File: config.mk
export PLATFORM = sky130hd
export DESIGN_NAME = fetch_queue
export DESIGN_NICKNAME = d
export VERILOG_FILES = /design/src/rtl/fetch_queue_pkg.sv /design/src/rtl/fq_store.sv /design/src/rtl/fetch_queue.sv
export SDC_FILE = /design/constraint.sdc
export NUM_CORES = 1
export LEC_CHECK = 0
export CORE_MARGIN = 10
export CORE_UTILIZATION = 49
export CTS_CLUSTER_DIAMETER = 60
export DETAILED_ROUTE_END_ITERATION = 12
export GPL_TIMING_DRIVEN = 1
export HOLD_SLACK_MARGIN = 0.12
export MAX_ROUTING_LAYER = met4
export PLACE_DENSITY = 0.76
export RECOVER_POWER = 25
export SLEW_MARGIN = 20
export SYNTH_ARGS = -nofsm -noshare
export SYNTH_HDL_FRONTEND = slang
export SYNTH_SLANG_ARGS = --single-unit
File: constraint.sdc
create_clock -name clk -period 2.8 [get_ports clk]
set_clock_uncertainty 0.2 [all_clocks]
set_input_delay 0.28 -clock clk [delete_from_list [all_inputs] [get_ports clk]]
set_output_delay 0.28 -clock clk [all_outputs]
set_load 0.02 [all_outputs]
File: src/rtl/fetch_queue_pkg.sv
// Shared fetch-path constants: queue depth, reset PC, bus widths and pointer sizing.
// Decode and hazard logic import these so every stage agrees on the sizes.
package fetch_queue_pkg;

  localparam int          FQ_DEPTH    = 4;
  localparam int          FQ_AW       = 32;
  localparam int          FQ_DW       = 32;
  localparam logic [31:0] FQ_RESET_PC = 32'h0000_3000;
  localparam logic [31:0] FQ_PC_STEP  = 32'd4;

  // Pointer width for a power-of-two queue; never narrower than one bit.
  function automatic int ptr_w(input int depth);
    return (depth > 1) ? $clog2(depth) : 1;
  endfunction

endpackage

File: src/rtl/fq_store.sv
// Entry storage: DEPTH x EW registers, one write port, one asynchronous read port.
// Zero-cycle read latency; no backpressure here, the parent gates the write enable.
module fq_store
  import fetch_queue_pkg::*;
#(
  parameter int DEPTH = FQ_DEPTH,
  parameter int PW    = ptr_w(DEPTH),
  parameter int EW    = FQ_AW + FQ_DW
) (
  input  logic          clk,
  input  logic          we,
  input  logic [PW-1:0] waddr,
  input  logic [EW-1:0] wdata,
  input  logic [PW-1:0] raddr,
  output logic [EW-1:0] rdata
);

  // Contents are qualified by the parent's count, so no reset is needed.
  logic [EW-1:0] mem [DEPTH];

  always_ff @(posedge clk) begin
    if (we) mem[waddr] <= wdata;
  end

  assign rdata = mem[raddr];

endmodule

File: src/rtl/fetch_queue.sv
// Instruction fetch queue: pushes {pc, instr} from a combinational imem, pops toward decode.
// Latency: one cycle push-to-head; backpressure: fetch stalls (pc holds) when full with no pop.
module fetch_queue
  import fetch_queue_pkg::*;
#(
  parameter int            DEPTH    = FQ_DEPTH,
  parameter int            AW       = FQ_AW,
  parameter int            DW       = FQ_DW,
  parameter logic [AW-1:0] RESET_PC = AW'(FQ_RESET_PC)
) (
  input  logic                    clk,
  input  logic                    rst,
  input  logic                    fetch_en,
  input  logic                    redirect,
  input  logic [AW-1:0]           redirect_pc,
  output logic [AW-1:0]           imem_addr,
  input  logic [DW-1:0]           imem_rdata,
  output logic                    out_valid,
  output logic [DW-1:0]           out_instr,
  output logic [AW-1:0]           out_pc,
  input  logic                    out_ready,
  output logic [ptr_w(DEPTH):0]   count
);

  localparam int PW = ptr_w(DEPTH);
  localparam int CW = PW + 1;
  localparam int EW = AW + DW;
  localparam logic [CW-1:0] FULL = CW'(DEPTH);

  logic [PW-1:0] head;
  logic [PW-1:0] tail;
  logic [AW-1:0] fetch_pc;
  logic          pop;
  logic          push;
  logic [EW-1:0] head_dat;

  assign out_valid = (count != '0);
  assign imem_addr = fetch_pc;

  // Redirect suppresses both sides; a full queue still accepts a push when it pops.
  assign pop  = out_valid & out_ready & ~redirect;
  assign push = fetch_en & ~redirect & ((count < FULL) | pop);

  always_ff @(posedge clk or posedge rst) begin
    if (rst) begin
      fetch_pc <= RESET_PC;
      head     <= '0;
      tail     <= '0;
      count    <= '0;
    end else if (redirect) begin
      fetch_pc <= redirect_pc;
      head     <= '0;
      tail     <= '0;
      count    <= '0;
    end else begin
      if (pop) head <= head + PW'(1);
      if (push) begin
        tail     <= tail + PW'(1);
        fetch_pc <= fetch_pc + AW'(FQ_PC_STEP);
      end
      if (push && !pop)      count <= count + CW'(1);
      else if (pop && !push) count <= count - CW'(1);
    end
  end

  fq_store #(
    .DEPTH (DEPTH),
    .PW    (PW),
    .EW    (EW)
  ) u_store (
    .clk   (clk),
    .we    (push),
    .waddr (tail),
    .wdata ({fetch_pc, imem_rdata}),
    .raddr (head),
    .rdata (head_dat)
  );

  assign out_pc    = head_dat[EW-1:DW];
  assign out_instr = head_dat[DW-1:0];

endmodule

==> flow_metrics.tcl <==
set metrics [dict create \
    ant_nets 0 \
    htreeDepth 1 \
    yosysMostFrequentCell "edfxtp_1" \
    dr.pass1.iters 5 \
    synth_top_family_by_area "multiplexers" \
    final_net_count 884 \
    powerDensity_mw_per_mm2 792 \
    wirelength_um 25800 \
    max_freq_mhz 366 \
    die_h_um 174 \
    grt_pass1_vias 6909 \
    cts.sinks 295 \
    required_ps 2320 \
    synthTopCellsByArea "edfxtp_1, mux4_2, dfrtp_1, xor2_1, nand2_1" \
    synth_compound_area_share_pct 1.97 \
    report.final.slew_viol_count 0 \
    synth_nets 667 \
    yosysTopAreaCell "edfxtp_1" \
    synthAdderAreaFrac_pct 0.713 \
    drv_cap 0 \
    finalPower_mw 12.0 \
    crit_fanout 17 \
    worstPathCellList "bufbuf_16 > mux4_2 > dlygate4sd2_1" \
    drc 0 \
    drtIter0Drc 489 \
    synthMuxAreaShare_pct 13.2 \
    synthFlopType "edfxtp_1" \
    critPathMaxStageDelay_ps 520 \
    setup_violations 0 \
    die_area_mm2 0.0302 \
    finish.utilization_pct 64.7 \
    finalCritPeriodShare_pct 97.5 \
    final.min_clock_period_ps 2730 \
    synth_edf_count 256 \
    routed_via_density 5.50 \
    ir_worst_vdd_v 0.000428 \
    cp-start-kind "flip-flop" \
    core_mm2 0.0233 \
    io-pin-count 169 \
    antenna_found_initial 0 \
    track_usage_pct 17.3 \
    die_w_um 174 \
    instances_no_fill 1151 \
    postSynthAreaPerCell_um2 19.6 \
    antenna_cells 0 \
    cts_tree "built" \
    rsz0062_at_grt "yes" \
    fp-row-count 56 \
    hold_violations 0 \
    critPathSlowestCell "mux4_2" \
    ys_top_cells_by_count "edfxtp_1, mux4_2, nand2_1, dfrtp_1, o21ai_0" \
    synth_cell_types 50 \
    synth_simple_gate_area_share_pct 5.75 \
    end_kind "primary output" \
    whs_ps 134 \
    synth-xor-area-share_pct 2.12 \
    overflow 0 \
    slew-limit-headroom_pct 43.9 \
    holdCritPathClass "primary input to flip-flop" \
    async_flop_share_pct 13.2 \
    p_leak_nw 5.19 \
    cts_made_buffers 30 \
    clockRootBuffer "clkbuf_16" \
    vias 6332 \
    cts_buffer_depth 3 \
    grt_max_degree 69 \
    area_delta_synth_final_pct 30.4 \
    critPathArrivalTime_ps 2250 \
    critPathKind "flip-flop to primary output" \
    yosysSeqAreaShare_pct 74.9 \
    cts.clk_slew.worst_paths_ps 60 \
    grt_pass1_wl_um 40400 \
    ys_ff_latch 295 \
    io_buffers 168 \
    yosys_warnings 0 \
    start_util_pct 49.6 \
    synth_area_mm2 0.0116 \
    hpwlAfterDp_um 17200 \
    status "finished clean" \
    setup_ws_ps 70.5 \
    drive_gt1_share_pct 20.3 \
    worstSkewPairLatency_ps 540 \
    netlist.area_leader.share_pct 66.4 \
    place_ws_ps 158 \
    route.detailed.wl_per_inst_um 22.4 \
    place_inst 1079 \
    netlist_instances 592 \
    tightest_slew_ps 837 \
    place.gp.congestion 0.882 \
]
## layout by cell type (no fill, tap or decap), types with 13 or more instances in the layout
cell type / Yosys / final
buf_4: 0 / 15
edfxtp_1: 256 / 256
clkbuf_16: 0 / 31
dfrtp_1: 37 / 35
nand4_1: 13 / 13
dlygate4sd3_1: 0 / 46
o21ai_0: 26 / 26
nand2_1: 41 / 41
mux4_2: 65 / 65
nor2_1: 15 / 15
xor2_1: 18 / 18
clkdlybuf4s50_1: 0 / 71
dlygate4sd2_1: 0 / 63
## final timing paths
| path | endpoint | depth (start not counted) | startpoint | slack (ps) |
|---|---|---|---|---|
| max in group asynchronous | imem_addr[13] | 4 | rst | 1270 |
| hold / removal | imem_addr[4] | 3 | redirect_pc[4] | 130 |
| min in group asynchronous | imem_addr[10] | 3 | rst | 470 |
| setup / recovery | out_instr[15] | 3 | head[0] | 70 |
| setup reg to reg | count[2] | 8 | count[1] | 430 |
| hold reg to reg | u_store.mem[0][33] | 0 | imem_addr[1] | 340 |
## layer usage
metal / global-route usage, % / wire length, µm
met5: - / 0
met2: 27.5 / 12600
met1: 23.4 / 11600
met3: 3.09 / 1350
met4: 3.46 / 310
## registers in the layout, summed over array words and instances, names as in the netlist
signal and flops:
count 3, head 2, u_store.mem 256, tail 2, imem_addr 32
## logic make-up after synthesis
| family | count (synthesis) |
|---|---|
| AOI/OAI and AO/OA | 40 |
| buffers and inverters | 36 |
| and+or+nand+nor | 116 |
| DFF | 295 |
| adders and majority gates | 6 |
| muxes | 71 |
| xor gates and xnor gates | 28 |
## critical path, delay by kind of cell, from the launching register on
family / cells / cell delay (ps)
buffers and inverters: 2 / 700
multiplexers: 1 / 520
flip-flops: 1 / 500
## repair_timing
action | 4_1_cts | 5_1_grt
gates cloned | 1 | 0
buffers inserted | 2 | 0
endpoints found under the setup margin | 59 | 5
hold buffers | 14 | 0
endpoints found under the hold margin | 31 | 0
gates resized for setup | 65 | 1
## through the flow
stage          TNS [ps]  instance area, µm²
6_report              0               15100
5_1_grt           -9.77               15100
4_1_cts           -68.4               15100
3_5_place_dp          0               13900
3_3_place_gp          0               13900
2_1_floorplan         0               11600
## power breakdown
group | internal, mW | total, mW | switching, mW
clock network | 2.66 | 4.22 | 1.57
registers | 5.05 | 5.30 | 0.247
logic | 1.19 | 2.43 | 1.24
total | 8.90 | 12.0 | 3.06
## final cells by class
| cell class | instances | area, µm² |
|---|---|---|
| inverter | 10 | 37.5 |
| tap | 319 | 399 |
| clock inverter | 22 | 294 |
| multi-input combinational | 261 | 2760 |
| timing repair buffer | 211 | 2140 |
| clock buffer | 33 | 783 |
| sequential | 295 | 8670 |
| fill | 1560 | 8240 |
No activity file was read; power rests on OpenSTA's default activity.
